==> config.mk <==
export PLATFORM = sky130hd
export DESIGN_NAME = gb_lcd_capture
export DESIGN_NICKNAME = d
export VERILOG_FILES = /design/src/rtl/gb_lcd_capture_pkg.sv /design/src/rtl/gb_lcd_capture_sync_edge.sv /design/src/rtl/gb_lcd_capture.sv
export SDC_FILE = /design/constraint.sdc
export NUM_CORES = 1
export LEC_CHECK = 0
export BUFFER_PORTS_ARGS = -buffer_cell sky130_fd_sc_hd__buf_2
export CORE_MARGIN = 1
export CORE_UTILIZATION = 50
export CTS_CLUSTER_SIZE = 30
export DETAILED_ROUTE_END_ITERATION = 8
export GPL_TIMING_DRIVEN = 0
export PLACE_DENSITY = 0.71
export SYNTH_ARGS = -nofsm -noshare
export SYNTH_HDL_FRONTEND = slang
export SYNTH_SLANG_ARGS = --single-unit
==> constraint.sdc <==
create_clock -name clk -period 2.4 [get_ports clk]
set_input_delay 0.6 -clock clk [delete_from_list [all_inputs] [get_ports clk]]
set_output_delay 0.6 -clock clk [all_outputs]
set_load 0.02 [all_outputs]
==> src/rtl/gb_lcd_capture_pkg.sv <==
// Shared constants and state encoding for the Game Boy LCD capture path and
// the upscaler that reads the line RAM ring.
package gb_lcd_capture_pkg;

   localparam int H_PIX   = 160;
   localparam int V_LINES = 144;
   localparam int LRAM_AW = 10;
   localparam int ROW_W   = 2;
   localparam int COL_W   = LRAM_AW - ROW_W;

   typedef enum logic [1:0] {
      IDLE   = 2'd0,
      ACTIVE = 2'd1,
      FLUSH  = 2'd2
   } cap_state_t;

endpackage

==> src/rtl/gb_lcd_capture_sync_edge.sv <==
// Multi-flop synchroniser for one asynchronous LCD control line, followed by a
// history register that yields single-clk rise/fall pulses.
module gb_sync_edge #(
   parameter int STAGES = 2
) (
   input  logic clk,
   input  logic rst_n,
   input  logic din,
   output logic level,
   output logic rise,
   output logic fall
);

   logic [STAGES-1:0] chain;
   logic              prev;

   always_ff @(posedge clk or negedge rst_n) begin
      if (!rst_n) begin
         chain <= '0;
         prev  <= 1'b0;
      end else begin
         chain[0] <= din;
         for (int i = 1; i < STAGES; i++) begin
            chain[i] <= chain[i-1];
         end
         prev <= chain[STAGES-1];
      end
   end

   assign level = chain[STAGES-1];
   assign rise  = level & ~prev;
   assign fall  = ~level & prev;

endmodule

==> src/rtl/gb_lcd_capture.sv <==
// Captures the Game Boy LCD pixel stream into a 4-row line RAM ring and tells
// the downstream upscaler when each row and its neighbours are available.
module gb_lcd_capture #(
   parameter int H_PIX       = gb_lcd_capture_pkg::H_PIX,
   parameter int V_LINES     = gb_lcd_capture_pkg::V_LINES,
   parameter int SYNC_STAGES = 2
) (
   input  logic       clk,
   input  logic       rst_n,
   input  logic       gb_clk,
   input  logic       gb_hsync,
   input  logic       gb_vsync,
   input  logic [1:0] gb_data,
   output logic [9:0] lram_wa,
   output logic [1:0] lram_di,
   output logic       lram_we,
   output logic [7:0] rrow,
   output logic       r_row_inc,
   output logic       frame,
   output logic       err_short,
   output logic       err_long
);

   import gb_lcd_capture_pkg::*;

   localparam logic [COL_W-1:0] COL_END  = COL_W'(H_PIX);
   localparam logic [7:0]       ROW_LAST = 8'(V_LINES - 1);

   logic pix_edge;
   logic hs_edge;
   logic vs_level;
   logic pclk_level_unused;
   logic pclk_rise_unused;
   logic hs_level_unused;
   logic hs_fall_unused;
   logic vs_rise_unused;
   logic vs_fall_unused;

   gb_sync_edge #(.STAGES(SYNC_STAGES)) u_sync_pclk (
      .clk   (clk),
      .rst_n (rst_n),
      .din   (gb_clk),
      .level (pclk_level_unused),
      .rise  (pclk_rise_unused),
      .fall  (pix_edge)
   );

   gb_sync_edge #(.STAGES(SYNC_STAGES)) u_sync_hsync (
      .clk   (clk),
      .rst_n (rst_n),
      .din   (gb_hsync),
      .level (hs_level_unused),
      .rise  (hs_edge),
      .fall  (hs_fall_unused)
   );

   gb_sync_edge #(.STAGES(SYNC_STAGES)) u_sync_vsync (
      .clk   (clk),
      .rst_n (rst_n),
      .din   (gb_vsync),
      .level (vs_level),
      .rise  (vs_rise_unused),
      .fall  (vs_fall_unused)
   );

   // Data takes the same number of flops as gb_clk so the shade seen with a
   // detected falling edge is the one sampled alongside that edge.
   logic [1:0] data_sync [SYNC_STAGES];

   always_ff @(posedge clk or negedge rst_n) begin
      if (!rst_n) begin
         for (int i = 0; i < SYNC_STAGES; i++) begin
            data_sync[i] <= '0;
         end
      end else begin
         data_sync[0] <= gb_data;
         for (int i = 1; i < SYNC_STAGES; i++) begin
            data_sync[i] <= data_sync[i-1];
         end
      end
   end

   cap_state_t       state;
   logic [COL_W-1:0] col;
   logic [7:0]       wrow;
   logic             pix_ok;
   logic [COL_W-1:0] col_after;

   assign pix_ok    = pix_edge && (col < COL_END);
   assign col_after = pix_ok ? col + COL_W'(1) : col;

   // A pixel coinciding with the line end is written first; col_after then
   // counts it when judging whether the line came up short.
   always_ff @(posedge clk or negedge rst_n) begin
      if (!rst_n) begin
         state     <= IDLE;
         col       <= '0;
         wrow      <= '0;
         rrow      <= '0;
         lram_we   <= 1'b0;
         lram_wa   <= '0;
         lram_di   <= '0;
         r_row_inc <= 1'b0;
         frame     <= 1'b0;
         err_short <= 1'b0;
         err_long  <= 1'b0;
      end else begin
         lram_we   <= 1'b0;
         r_row_inc <= 1'b0;
         frame     <= 1'b0;
         case (state)
            IDLE: begin
               if (hs_edge && vs_level) begin
                  frame <= 1'b1;
                  wrow  <= '0;
                  col   <= '0;
                  state <= ACTIVE;
               end
            end
            ACTIVE: begin
               if (pix_edge) begin
                  if (pix_ok) begin
                     lram_we <= 1'b1;
                     lram_di <= data_sync[SYNC_STAGES-1];
                     lram_wa <= {wrow[ROW_W-1:0], col};
                  end else begin
                     err_long <= 1'b1;
                  end
               end
               col <= col_after;
               if (hs_edge) begin
                  col <= '0;
                  if (vs_level) begin
                     frame <= 1'b1;
                     wrow  <= '0;
                  end else begin
                     if (col_after < COL_END) begin
                        err_short <= 1'b1;
                     end
                     if (wrow != '0) begin
                        r_row_inc <= 1'b1;
                        rrow      <= wrow - 8'd1;
                     end
                     if (wrow == ROW_LAST) begin
                        state <= FLUSH;
                     end
                     wrow <= wrow + 8'd1;
                  end
               end
            end
            FLUSH: begin
               r_row_inc <= 1'b1;
               rrow      <= ROW_LAST;
               state     <= IDLE;
            end
            default: begin
               state <= IDLE;
            end
         endcase
      end
   end

endmodule

==> flow_summary.toml <==
[layout]
num-fill-cells = 425
regArea_mm2 = 0.001376
diodes = 0
final_cells = 325
nNetsFinal = 271
final_common_cell = "dfrtp_1"
area_growth_syn_to_layout_pct = 15.11
drive_above_1_share_pct = 24.42
final_cell_mix = "dfrtp_1 (55), buf_2 (37), nand2_1 (19)"
multiInputGateArea_mm2 = 0.001018

[sta]
worst_pin_slew_ps = 622.7
fin_tns_setup_ps = 0
clock_skew_ps = 4.097
fin_crit_sh_pct = 83.30
max_freq_ghz = 0.5002
slew_headroom_pct = 58.49
hold_viol = 0
post-route-min-period_ps = 1999
rsz0062_at_grt = "no"
setup_viol = 0
slew_viol_final = 0

[synth]
synth-main-ff-cell = "dfrtp_1"
syn_area_mm2 = 0.002485
ys_types = 48
synth.area.top_cells = "dfrtp_1 (55%), mux2_2 (4.1%), ha_1 (3.5%)"
async_reset_ff_share_pct = 100.0
synth.top_cell.area_share_pct = 55.39
synth.net_count = 232
ys_seq_elements = 55
postSynthAreaPerCell_um2 = 11.40
syn_inst = 218
yosysTopAreaCell = "dfrtp_1"
synth_seq_area_share_pct = 55.39
yosysWarnings = 0
synth_edf_count = 0

[critical_path]
crit_arrival_ps = 2250
crit_path_start_kind = "flop"
crit_fanout = 9
crit_type = "flop to flop"
critPathCaptureType = "flop"
cp_slowest_stage_delay_ps = 410
path_buf_inv = 3
crit_slowest_cell = "dfrtp_1"
path_cells = "inv_1, ha_1, buf_2, nand4bb_1, a41oi_1, nor2b_1, buf_2, a22o_1"
path_delay_family = "compound AO/OA/AOI/OAI gates"
worstPathRequired_ps = 2650
cp_common_cell = "buf_2"

[grt]
antenna_found_initial = 0
grt_use_total_pct = 19.38
grt_pass1_wl_um = 7748
grt_pass1_vias = 1588
overflow = 0
grt_max_degree = 56

[place]
hpwlAfterDp_um = 3199
place_congestion = 0.8279
portBuffers = 31
dpl.cell_count = 316

[detailed_routing]
ant_nets = 0
vias_per_cell = 5.354
first_pass_iters = 4
detail_route.wl_per_cell_um = 13.83
detailroute.via_count = 1740
first_iter_violations = 89
routed_wl_um = 4496
drc_errors = 0

[cts]
cts_sinks = 55
htreeDepth = 2
cts_setup_buffers = 0
post_cts_resized = 0
ctsHoldBuffers = 0
clock_latency_ps = 310
cts_tree = "built"
cts-root-buf = "clkbuf_8"
cts_buffers = 5
cts.path.max_buffers = 2
clk_pin_slew_ps = 100

[die]
rows = 25
die_area_mm2 = 0.005256
start_util_pct = 52.26
ios = 32
core_area_mm2 = 0.004755
fp.dieH_um = 72.50
dieWidth_um = 72.50

[run_status]
status = "finished clean"

[job]
cap_violations = 0

[pwr]
power.total_uw = 2428
powerDensity_mw_per_mm2 = 848.8
ir_worst_vdd_v = 0.0005180
p_leak_uw = 0.001362

[hold_path]
hp-class = "primary input to asynchronous set/reset pin"
==> worst register-to-register path, stage by stage, from the launching register on <==
cell       delay, ps
dfrtp_1          410
inv_1             90
ha_1             140
buf_2            200
nand4bb_1        230
a41oi_1          350
nor2b_1          160
buf_2            200
a22o_1           160
==> cells by family (layout without fill, tap and decap cells) <==
logic type      count (synthesis)  after routing  synth area share [%]
compound gates                 43             43                 12.39
simple gates                   69             69                 15.46
flops                          55             55                 55.39
buf+inv                        20             60                 3.626
xor+xnor                       13             13                 4.582
fa+ha+maj                       7              7                 3.525
mux                            11             11                 5.035
==> per-layer routing <==
metal / vias to the layer above / share of wire, % / GRT usage, %
li1: 845 / - / -
met1: 849 / 51 / 29.48
met2: 37 / 44 / 27.41
met3: 9 / 3.4 / 3.889
met4: 0 / 1.8 / 7.190
met5: - / 0 / 0
==> stage by stage <==
step / util [%] / area, µm² / setup slack, ps / hold slack, ps
2_1_floorplan: - / 2485 / 609.3 / 304.4
3_3_place_gp: 57.29 / 2724 / 448.7 / 333.3
3_5_place_dp: 57.29 / 2724 / 424.2 / 334.7
4_1_cts: 59.74 / 2840 / 401.0 / 358.5
5_1_grt: 60.16 / 2860 / 268.4 / 197.2
6_report: 60.16 / 2860 / 400.7 / 182.9
==> cells in the mapped netlist, drive strengths merged, types with 2 or more instances <==
library cell,number
xor2,3
mux2i,2
clkbuf,2
a31oi,2
buf,7
o21ai,11
nor3,3
a21oi,9
a22o,3
nand2,19
a21o,3
a2bb2oi,6
nor2,10
or3,4
nand3,6
nand3b,2
nor4,4
mux2,9
a41o,2
inv,11
dfrtp,55
and4,2
nand4,4
xnor2,10
nor2b,4
ha,7
nand2b,2
==> worst paths after layout <==
path                                  startpoint               endpoint  slack (ps)  cells past startpoint
max                                     state[1]                rrow[6]         400                      8
min                                        rst_n                rrow[7]         180                      1
max reg2reg                             state[1]                rrow[6]         400                      8
min reg2reg                u_sync_hsync.chain[0]  u_sync_hsync.chain[1]         360                      0
max in group asynchronous                  rst_n                 col[5]        1700                      2
min in group clk           u_sync_hsync.chain[0]  u_sync_hsync.chain[1]         360                      0
==> state kept, by name, summed over array words and instances (netlist names), 2 cells and up <==
| signal | count |
|---|---|
| wrow | 8 |
| data_sync | 4 |
| u_sync_hsync.chain | 2 |
| col | 8 |
| lram_di | 2 |
| u_sync_pclk.chain | 2 |
| u_sync_vsync.chain | 2 |
| lram_wa | 10 |
| rrow | 8 |
| state | 2 |
==> area by class of cell <==
cell class	instances	area share, %
sequential	55	48.12
multi-input combinational	143	35.61
timing repair buffer	32	6.124
tap	67	2.931
clock buffer	5	2.406
buffer	9	1.706
clock inverter	3	1.662
inverter	11	1.444
==> power by group <==
part,switching (µW),total [µW],internal [µW]
Sequential,62.3,1080,1020
Combinational,434,723,290
Clock,304,621,316
Total,800,2430,1630
Power figures use the tool's default switching activity.
